<file path="src/rtl/ysyx_22040088_ifu_fetch.sv">
// Instruction fetch unit: owns the architectural PC, fetches one 32-bit
// instruction per transaction over a valid/ready request + valid response bus,
// hands {pc, inst, err} to the decoder and waits for the executed nextpc.
// Non-pipelined: exactly one instruction is in flight at any time.
// Every output comes straight from a register, so no input reaches an output
// through logic alone.
module ysyx_22040088_ifu_fetch #(
  parameter logic [63:0] RESET_PC = 64'h8000_0000,
  parameter int          DATA_W   = 64
) (
  input  logic              clk,
  input  logic              rst,
  output logic              req_valid,
  input  logic              req_ready,
  output logic [63:0]       req_addr,
  input  logic              rsp_valid,
  input  logic [DATA_W-1:0] rsp_data,
  input  logic              rsp_err,
  output logic              out_valid,
  input  logic              out_ready,
  output logic [63:0]       out_pc,
  output logic [31:0]       out_inst,
  output logic              out_err,
  input  logic              nextpc_valid,
  input  logic [63:0]       nextpc
);

  localparam logic [31:0] NOP_INST = 32'h0000_0013;

  typedef enum logic [2:0] {
    IDLE    = 3'd0,
    REQ     = 3'd1,
    WAIT    = 3'd2,
    DELIVER = 3'd3,
    WAITPC  = 3'd4
  } state_e;

  state_e      state_q, state_d;
  logic [63:0] pc_q, pc_d;
  logic        req_valid_q, req_valid_d;
  logic        out_valid_q, out_valid_d;
  logic [63:0] out_pc_q, out_pc_d;
  logic [31:0] out_inst_q, out_inst_d;
  logic        out_err_q, out_err_d;

  // The 32-bit word of the response that holds the instruction at pc.
  logic [31:0] rsp_word;

  generate
    if (DATA_W == 64) begin : g_rsp64
      // pc[2] picks the upper or lower half of the doubleword.
      assign rsp_word = pc_q[2] ? rsp_data[DATA_W-1:32] : rsp_data[31:0];
    end else begin : g_rsp32
      assign rsp_word = rsp_data[31:0];
    end
  endgenerate

  // Next-state and next-output logic for the fetch FSM.
  always_comb begin
    // NOTE: every target gets a hold value first so no path leaves one
    // unassigned, which would otherwise infer a latch.
    state_d     = state_q;
    pc_d        = pc_q;
    req_valid_d = req_valid_q;
    out_valid_d = out_valid_q;
    out_pc_d    = out_pc_q;
    out_inst_d  = out_inst_q;
    out_err_d   = out_err_q;

    unique case (state_q)
      IDLE: begin
        state_d     = REQ;
        req_valid_d = (pc_q[1:0] == 2'b00);
      end

      REQ: begin
        if (pc_q[1:0] != 2'b00) begin
          // Misaligned PC: never touch the bus, report a fault with a nop.
          req_valid_d = 1'b0;
          out_valid_d = 1'b1;
          out_pc_d    = pc_q;
          out_inst_d  = NOP_INST;
          out_err_d   = 1'b1;
          state_d     = DELIVER;
        end else if (req_valid_q && req_ready) begin
          req_valid_d = 1'b0;
          state_d     = WAIT;
        end
      end

      WAIT: begin
        if (rsp_valid) begin
          out_valid_d = 1'b1;
          out_pc_d    = pc_q;
          out_inst_d  = rsp_err ? NOP_INST : rsp_word;
          out_err_d   = rsp_err;
          state_d     = DELIVER;
        end
      end

      DELIVER: begin
        if (out_valid_q && out_ready) begin
          out_valid_d = 1'b0;
          out_err_d   = 1'b0;
          state_d     = WAITPC;
        end
      end

      WAITPC: begin
        if (nextpc_valid) begin
          pc_d        = nextpc;
          req_valid_d = (nextpc[1:0] == 2'b00);
          state_d     = REQ;
        end
      end

      default: begin
        state_d     = IDLE;
        req_valid_d = 1'b0;
        out_valid_d = 1'b0;
      end
    endcase
  end

  // State and output registers with synchronous reset.
  always_ff @(posedge clk) begin
    // NOTE: non-blocking assignments so every flop samples pre-edge values.
    if (rst) begin
      state_q     <= IDLE;
      pc_q        <= RESET_PC;
      req_valid_q <= 1'b0;
      out_valid_q <= 1'b0;
      out_pc_q    <= RESET_PC;
      out_inst_q  <= 32'h0;
      out_err_q   <= 1'b0;
    end else begin
      state_q     <= state_d;
      pc_q        <= pc_d;
      req_valid_q <= req_valid_d;
      out_valid_q <= out_valid_d;
      out_pc_q    <= out_pc_d;
      out_inst_q  <= out_inst_d;
      out_err_q   <= out_err_d;
    end
  end

  assign req_valid = req_valid_q;
  assign req_addr  = {pc_q[63:2], 2'b00};
  assign out_valid = out_valid_q;
  assign out_pc    = out_pc_q;
  assign out_inst  = out_inst_q;
  assign out_err   = out_err_q;

endmodule

</file>
<file path="config.mk">
export PLATFORM = sky130hd
export DESIGN_NAME = ysyx_22040088_ifu_fetch
export DESIGN_NICKNAME = d
export VERILOG_FILES = /design/src/rtl/ysyx_22040088_ifu_fetch.sv
export SDC_FILE = /design/constraint.sdc
export NUM_CORES = 1
export LEC_CHECK = 0
export CORE_MARGIN = 4
export CORE_UTILIZATION = 40
export CTS_BUF_LIST = sky130_fd_sc_hd__clkbuf_8
export DETAILED_ROUTE_END_ITERATION = 8
export GPL_ROUTABILITY_DRIVEN = 0
export GPL_TIMING_DRIVEN = 1
export PLACE_DENSITY = 0.83
export SETUP_SLACK_MARGIN = 0.05
export SLEW_MARGIN = 20
export SYNTH_ARGS = -nofsm -noshare
export SYNTH_HDL_FRONTEND = slang
export SYNTH_SLANG_ARGS = --single-unit
</file>
<file path="constraint.sdc">
create_clock -name clk -period 1.44 [get_ports clk]
set_clock_uncertainty 0.05 [all_clocks]
set_input_delay 0.432 -clock clk [delete_from_list [all_inputs] [get_ports clk]]
set_output_delay 0.432 -clock clk [all_outputs]
set_load 0.05 [all_outputs]
</file>
Word-level counts from Yosys, hierarchy flattened
Cells that the tools add are included.
{"block": "totals", "regBits": 166, "inputBits": 135, "latch_bits": 0, "mem_bits_ro": 0, "mem_count": 0, "mem_bits_rw": 0, "out_inout_bits": 163}
{"block": "op_classes", "shift": 0, "n_mux": 24, "magnitude_cmp": 0, "eq_ne": 9, "bitwise": 2, "multipliers": 0, "addsub": 0, "reduce_logical": 16, "n_div": 0}
{"cell": "two-way mux 32 bit", "count": 4}
{"cell": "two-way mux 64 bit", "count": 2}
{"cell": "case mux 64 bit (2 select lines)", "count": 1}
{"cell": "case mux 32 bit (2 select lines)", "count": 1}
{"cell": "two-way mux 3 bit", "count": 5}
{"cell": "case mux 3 bit (5 select lines)", "count": 1}
{"cell": "AND reduction 4 bit", "count": 3}
{"cell": "!= test 2 bit (second input constant)", "count": 4}
{"cell": "case mux 1 bit (4 select lines)", "count": 2}
{"cell": "two-way mux 1 bit", "count": 7}
{"cell": "equality test 3 x 2 -> 1 bit (second input constant)", "count": 2}
{"cell": "AND reduction 3 bit", "count": 2}
{"cell": "zero test 2 bit", "count": 2}
{"cell": "nonzero test 2 bit", "count": 2}
{"cell": "OR reduction 2 bit", "count": 2}
{"cell": "equality test 3 x 1 -> 1 bit (second input constant)", "count": 1}
{"cell": "equality test 3 bit (second input constant)", "count": 1}
{"cell": "zero test 3 bit", "count": 1}
{"cell": "!= test 3 bit (second input constant)", "count": 1}
{"cell": "case mux 1 bit (3 select lines)", "count": 1}
{"cell": "nonzero test 3 bit", "count": 1}
{"cell": "logical AND 1 bit", "count": 2}
{"cell": "NOT 1 bit", "count": 2}
{"cell": "AND reduction 2 bit", "count": 1}

Longest topological paths before layout
Gate-level depths: netlist (run 1).
{"block": "logic_depth", "ltp_word": 4, "ltp_mapped": 7, "mapped_depth_nobuf": 4}

Worst setup path after synthesis (run 1)
Ideal clock, no wire load.
{"block": "synth_timing", "path_type": "flip-flop to flip-flop", "from": "reg req_valid_q, in the netlist req_valid", "to": "reg req_valid_q, in the netlist req_valid", "arrival_ps": 1374, "period_less_slack_ps": 1540, "n_path_buf": 0, "setup_time_ps": 116, "path_slack_ps": -100, "stages_incl_launch_ff": 5, "cell_sequence": "dfxtp_1 > nand2_1 > a311oi_1 > nor3b_1 > a41o_1"}
{"block": "synth_between", "elab_chain_cells": 3}
{"element": "from (decl)", "line_no": "40", "text": "logic req_valid_q, req_valid_d;"}
{"element": "from (signal assigned)", "line_no": "139", "text": "req_valid_q <= req_valid_d;"}
{"element": "logical AND 1 bit", "line_no": "85", "text": "end else if (req_valid_q && req_ready) begin"}
{"element": "!= test 3 bit (no source line)"}
{"element": "AND reduction 3 bit (no source line)"}
Every way passes these cells.
A chain may end at the register's enable or synchronous reset.

Worst setup path in the final report (run 1)
{"block": "layout_timing", "from": "reg state_q[0]", "to": "reg pc_q[4]"}
{"block": "layout_between", "elab_chain_cells": 2}
{"element": "from (decl)", "line_no": "38", "text": "state_e state_q, state_d;"}
{"element": "from (signal assigned)", "line_no": "137", "text": "state_q <= state_d;"}
{"element": "equality test 3 bit", "line_no": "70", "text": "unique case (state_q)"}
{"element": "AND reduction 2 bit (no source line)"}
{"element": "to (signal assigned)", "line_no": "138", "text": "pc_q <= pc_d;"}
{"element": "to (decl)", "line_no": "39", "text": "logic [63:0] pc_q, pc_d;"}
Every way passes these cells.

==> results.sh, run 1 <==
export IMPL_critPathMaxFanout=8
export IMPL_irDropWorstVdd_mv=0.6022
export IMPL_io_pins=298
export IMPL_synthFlopType="dfxtp_1"
export IMPL_status="complete, but fails checks"
export IMPL_pwr_share_seq_pct=43.1
export IMPL_async_reset_ff_share_pct=0
export IMPL_finalHoldViolCount=0
export IMPL_vias=9323
export IMPL_top_usage_layer="met2"
export IMPL_power_share_combinational_pct=21.2
export IMPL_end_kind="register"
export IMPL_arrival_ns=2.09
export IMPL_synth_top_cell_area_share_pct=45.92
export IMPL_violations="negative setup slack"
export IMPL_io_buffers=295
export IMPL_htree_levels=4
export IMPL_clk_latency_ns=0.46
export IMPL_switchingPower_mw=3.211
export IMPL_pre_cts_ws_ns=-0.6823
export IMPL_fin_crit_ns=1.795
export IMPL_cts_made_buffers=17
export IMPL_p_total_mw=10.67
export IMPL_synth_area_leader_cell="dfxtp_1"
export IMPL_synth_area_leaders="dfxtp_1 (46%), a21oi_1 (11%), buf_4 (8.8%)"
export IMPL_syn_to_final_growth_pct=126.8
export IMPL_fin_util_pct=93.61
export IMPL_cts_sinks=166
export IMPL_synth_fa_ha_area_share_pct=0
export IMPL_synth_seq_cells=166
export IMPL_max_slew_margin_rel_pct=56.76
export IMPL_synth_cell_types=43
export IMPL_path_clk_slew_ns=0.12
export IMPL_cts_tree="built"
export IMPL_syn_instance_count=869
export IMPL_rsz0062_at_grt="true"
export IMPL_synthMuxAreaShare_pct=4.927
export IMPL_r2r_end="pc_q[4]$_SDFFE_PP0P_"
export IMPL_synth_yosys_seq_area_share_pct=45.92
export IMPL_cellLeakagePower_nw=6.129
export IMPL_route_detailed_drc=0
export IMPL_synth_xor_area_share_pct=0
export IMPL_first_pass_iters=5
export IMPL_clockRootBuffer="clkbuf_8"
export IMPL_grtUsageMet3_pct=9.442
export IMPL_min_to="pc_q[31]$_SDFFE_PP1P_"
export IMPL_min_from="rst"
export IMPL_dieHeight_um=142.5
export IMPL_placed_area_um2=11770
export IMPL_maxCapViolations=0
export IMPL_initialDrtViolationCount=872
export IMPL_start_util_pct=41.27
export IMPL_grt_first_pass_wirelength_um=54280
export IMPL_fin_crit_sh_pct=124.6
export IMPL_setup_tns_ns=-35.66
export IMPL_crit_type="reg -> reg"
export IMPL_r2r_setup_slack_ns=-0.35
export IMPL_placementRows=48
export IMPL_fmax_mhz=557.2
export IMPL_grt_max_degree=98
export IMPL_clk_path_buf_depth=2
export IMPL_setup_viol=276
export IMPL_cp_data_required_time_ns=1.74
export IMPL_syn_area_um2=7237
export IMPL_syn_area_per_cell_um2=8.328
export IMPL_layout_nets=1412
export IMPL_design_area_um2=16420
export IMPL_synth_compound_area_share_pct=19.92
export IMPL_routed_wl_um=44130
export IMPL_worst_pin_slew_ns=0.6486
export IMPL_grt_pass1_vias=9311
export IMPL_slew_violations=0
export IMPL_timing_rr_start="state_q[0]$_SDFFE_PP0P_"
export IMPL_synth_top_family_by_area="compound AO/OA/AOI/OAI gates"
export IMPL_sw_frac_of_total_pct=30.11
export IMPL_clkPwrFrac_pct=35.7
export IMPL_antenna_left=0
export IMPL_grtUsageMet2_pct=61.62
export IMPL_min_path_type="in -> reg"
export IMPL_synth_edff_count=0
export IMPL_rr_worst_depth=7
export IMPL_die_area_um2=20310
export IMPL_grt_usage_pct=34.72
export IMPL_wire_per_inst_um=29.11
export IMPL_routed_via_density=6.150
export IMPL_setup_ws_ns=-0.3547
export IMPL_powerDensity_nw_per_um2=649.8
export IMPL_overflow=0
export IMPL_hold_path_depth=3
export IMPL_layout_commonest_cell="buf_12"
export IMPL_final_cell_mix="buf_12 (192), buf_4 (142), clkdlybuf4s50_1 (131), dfxtp_2 (101), a21oi_2 (86)"
export IMPL_internal_power_mw=7.455
export IMPL_coreArea_um2=17540
export IMPL_cts_hold_buf=0
export IMPL_antenna_found_initial=0
export IMPL_drive_gt1_share_pct=71.32
export IMPL_start_kind="register"
export IMPL_yosys_area_share_simple_pct=15.99
export IMPL_die_w_um=142.5
export IMPL_yosysWarnings=0
export IMPL_hpwl_um=17330
export IMPL_met1_usage_pct=37.35
==> power groups by stage <==
stage	clock network (mW)	registers (mW)	logic [mW]
3_5_place_dp	0	4.80	1.37
6_report	3.81	4.60	2.26
2_1_floorplan	0	4.84	0.578
4_1_cts	3.63	4.62	1.94
3_3_place_gp	0	4.80	1.35
5_1_grt	3.97	4.60	2.30
==> worst max-delay path by stage <==
stage / startpoint / endpoint / slack [ns] / depth (start not counted)
final: state_q[0]$_SDFFE_PP0P_ / pc_q[4]$_SDFFE_PP0P_ / -0.35 / 7
after global routing: pc_q[1]$_SDFFE_PP0P_ / out_inst[19]$_SDFFE_PP0P_ / -0.34 / 7
after CTS: pc_q[2]$_SDFFE_PP0P_ / req_addr[2] / -0.22 / 3
after detailed placement: rsp_err / out_inst[9]$_SDFFE_PP0P_ / -0.68 / 5
after global placement: rsp_err / out_inst[23]$_SDFFE_PP0P_ / -0.57 / 5
after floorplan: rsp_valid / out_pc[31]$_SDFFE_PP1P_ / -0.03 / 6
==> critical path, stage by stage, from the launching register on <==
cell and delay (ns):
dfxtp_4 0.38, buf_6 0.12, nor2_4 0.14, and3_4 0.26
buf_12 0.16, buf_16 0.16, nand2_1 0.08, a21oi_1 0.31
==> routing by layer <==
layer	vias up	wire length (µm)
li1	3807	-
met2	720	21950
met5	-	0
met4	0	3228
met3	248	4125
met1	4548	14830
==> state kept, by name, summed over array words and instances (netlist names) <==
name,count
out_pc,64
pc_q,64
out_inst,32
state_q,3
out_err,1
out_valid,1
req_valid,1
==> synthesized netlist by cell type (all sizes together), types with 4 or more instances <==
cell type	instances
nand3	70
buf	117
o21ai	90
dfxtp	166
a21oi	161
nor2	6
clkbuf	30
mux2	29
nand2	131
nand4	28
a311oi	4
==> per-stage QoR <==
| step | hold slack, ns | instances |
|---|---|---|
| after floorplan | 0.3999 | 870 |
| after global placement | 0.4441 | 1295 |
| after detailed placement | 0.4498 | 1295 |
| after CTS | 0.3318 | 1474 |
| after global routing | 0.4468 | 1515 |
| final | 0.4289 | 1516 |
==> cell type report <==
class | instances | area [µm²]
Timing Repair Buffer | 534 | 7477
Multi-Input combinational cell | 555 | 4528
Antenna cell | 1 | 2.502
Tap cell | 225 | 281.5
Clock inverter | 14 | 172.7
Clock buffer | 18 | 247.7
Inverter | 3 | 12.51
Sequential cell | 166 | 3694
Fill cell | 499 | 1121
==> cells by family (layout without fill, tap and decap cells) <==
kind of cell	Yosys count	count (layout)
other cells	1	3
buf+inv	150	569
flops	166	166
simple gates	249	249
mux	32	32
compound gates	271	272
==> what timing repair did <==
| item | CTS | global route |
|---|---|---|
| endpoints found under the setup margin | 325 | 326 |
| cloned | 31 | 7 |
| pin swaps | 154 | 128 |
| setup buffers | 119 | 46 |
| resized for setup | 467 | 243 |
Power figures use the tool's default switching activity.
==> run 2: changes to the inputs <==
--- a/config.mk
+++ b/config.mk
@@ -11,6 +11,7 @@
 export DETAILED_ROUTE_END_ITERATION = 8
 export GPL_ROUTABILITY_DRIVEN = 0
 export GPL_TIMING_DRIVEN = 1
+export MAX_ROUTING_LAYER = met4
 export PLACE_DENSITY = 0.83
 export SETUP_SLACK_MARGIN = 0.05
 export SLEW_MARGIN = 20
==> results.sh, run 2 (synthesized netlist as in run 1, its figures left out) <==
export IMPL_die_w_um=142.5
export IMPL_num_fill_cells=520
export IMPL_dieHeight_um=142.5
export IMPL_start_util_pct=41.27
export IMPL_hold_slack_ns=0.4320
export IMPL_syn_to_final_growth_pct=126.2
export IMPL_overflow=0
export IMPL_regArea_um2=3699
export IMPL_max_slew_margin_rel_pct=57.05
export IMPL_layout_nets=1412
export IMPL_io_buffers=295
export IMPL_cp_data_required_time_ns=1.72
export IMPL_cts_tree="built"
export IMPL_grt_first_pass_wirelength_um=54150
export IMPL_fin_crit_sh_pct=123.5
export IMPL_final_cell_mix="buf_12 (192), buf_4 (141), clkdlybuf4s50_1 (131), dfxtp_2 (99), a21oi_2 (87)"
export IMPL_violations="negative setup slack"
export IMPL_crit_type="reg -> reg"
export IMPL_pre_cts_ws_ns=-0.6823
export IMPL_drive_gt1_share_pct=70.70
export IMPL_slew_violations=0
export IMPL_path_clk_slew_ns=0.11
export IMPL_grt_usage_pct=35.76
export IMPL_clk_path_buf_depth=2
export IMPL_rsz0062_at_grt="true"
export IMPL_start_kind="register"
export IMPL_critPathSlowestCell="dfxtp_4"
export IMPL_coreArea_um2=17540
export IMPL_critPathMaxFanout=6
export IMPL_placementRows=48
export IMPL_wire_per_inst_um=29.02
export IMPL_antenna_left=0
export IMPL_antenna_found_initial=1
export IMPL_initialDrtViolationCount=657
export IMPL_worst_pin_slew_ns=0.6442
export IMPL_grt_max_degree=98
export IMPL_routed_wl_um=44000
export IMPL_min_path_type="in -> reg"
export IMPL_vias=9478
export IMPL_finalHoldViolCount=0
export IMPL_fin_crit_ns=1.778
export IMPL_status="complete, but fails checks"
export IMPL_clockRootBuffer="clkbuf_8"
export IMPL_end_kind="register"
export IMPL_setup_tns_ns=-40.29
export IMPL_route_detailed_drc=0
export IMPL_layout_commonest_cell="buf_12"
export IMPL_irDropWorstVdd_mv=0.5852
export IMPL_powerDensity_nw_per_um2=652.2
export IMPL_slowest_delay_ns=0.40
export IMPL_fin_util_pct=93.34
export IMPL_routed_via_density=6.252
export IMPL_htree_levels=4
export IMPL_fmax_mhz=562.3
export IMPL_crit_chain="and2b_2 > buf_6 > a22o_4 > buf_12 > buf_16 > nand3_1 > a21oi_2"
export IMPL_die_area_um2=20310
export IMPL_cellLeakagePower_nw=6.063
export IMPL_cts_sinks=166
export IMPL_hpwl_um=17330
export IMPL_maxCapViolations=0
export IMPL_setup_ws_ns=-0.3384
export IMPL_grt_pass1_vias=9316
export IMPL_cts_made_buffers=17
export IMPL_clk_latency_ns=0.47
export IMPL_io_pins=298
export IMPL_arrival_ns=2.05
export IMPL_setup_viol=312
export IMPL_first_pass_iters=6
export IMPL_multi_input_area_um2=4472
run 2: cell counts in the layout (fill, tap and decap cells not counted):
No cell type changed its count.
run 2: area by class of cell:
| cell class | count | area share (%) |
|---|---|---|
| timing repair buffer | 534 | 45.70 |
| multi-input combinational | 555 | 27.32 |
| sequential | 166 | 22.60 |
| tap | 225 | 1.720 |
| clock buffer | 18 | 1.514 |
| clock inverter | 14 | 1.055 |
| inverter | 3 | 0.07644 |
| antenna | 1 | 0.01529 |
run 2: routing by layer:
metal  global-route usage, %  share of wire (%)  vias to the layer above
met1                   38.03                 33                     4606
met2                   61.89                 50                      771
met4                   18.51                8.0                        0
met5                       -                  0                        -
li1                        -                  -                     3811
met3                   8.165                9.5                      290
run 2: where the power goes:
group          total (mW)  internal [mW]  switching [mW]
combinational        2.24           1.13            1.11
sequential           4.60           4.53          0.0700
clock                3.84           1.79            2.05
total                10.7           7.44            3.23
run 2: worst paths after layout:
| path | start | endpoint | slack (ns) | cells after the start |
|---|---|---|---|---|
| setup reg to reg | state_q[0]$_SDFFE_PP0P_ | out_pc[47]$_SDFFE_PP0P_ | -0.34 | 7 |
| hold / removal | rst | pc_q[31]$_SDFFE_PP1P_ | 0.43 | 3 |
| hold reg to reg | out_pc[63]$_SDFFE_PP0P_ | out_pc[63]$_SDFFE_PP0P_ | 0.44 | 2 |
| setup / recovery | state_q[0]$_SDFFE_PP0P_ | out_pc[47]$_SDFFE_PP0P_ | -0.34 | 7 |
run 2: timing repair:
| item | 4_1_cts | 5_1_grt |
|---|---|---|
| hold buffers | 0 | 0 |
| setup endpoints to repair | 325 | 326 |
| buffers inserted | 119 | 46 |
| cloned | 31 | 7 |
| pin swaps | 154 | 126 |
| resized for setup | 467 | 230 |
run 2: stage by stage:
step	std cells	instance area [µm²]	total power, mW
2_1_floorplan	870	7272	5.417
3_3_place_gp	1295	11770	6.148
3_5_place_dp	1295	11770	6.170
4_1_cts	1474	15270	10.19
5_1_grt	1516	16370	10.87
6_report	1516	16370	10.67
run 2: critical path: cells and delay by family (launching register included):
family | cells | cell delay (ns)
buffers and inverters | 3 | 0.43
AOI/OAI and AO/OA | 2 | 0.38
and+or+nand+nor | 2 | 0.38
DFF | 1 | 0.40
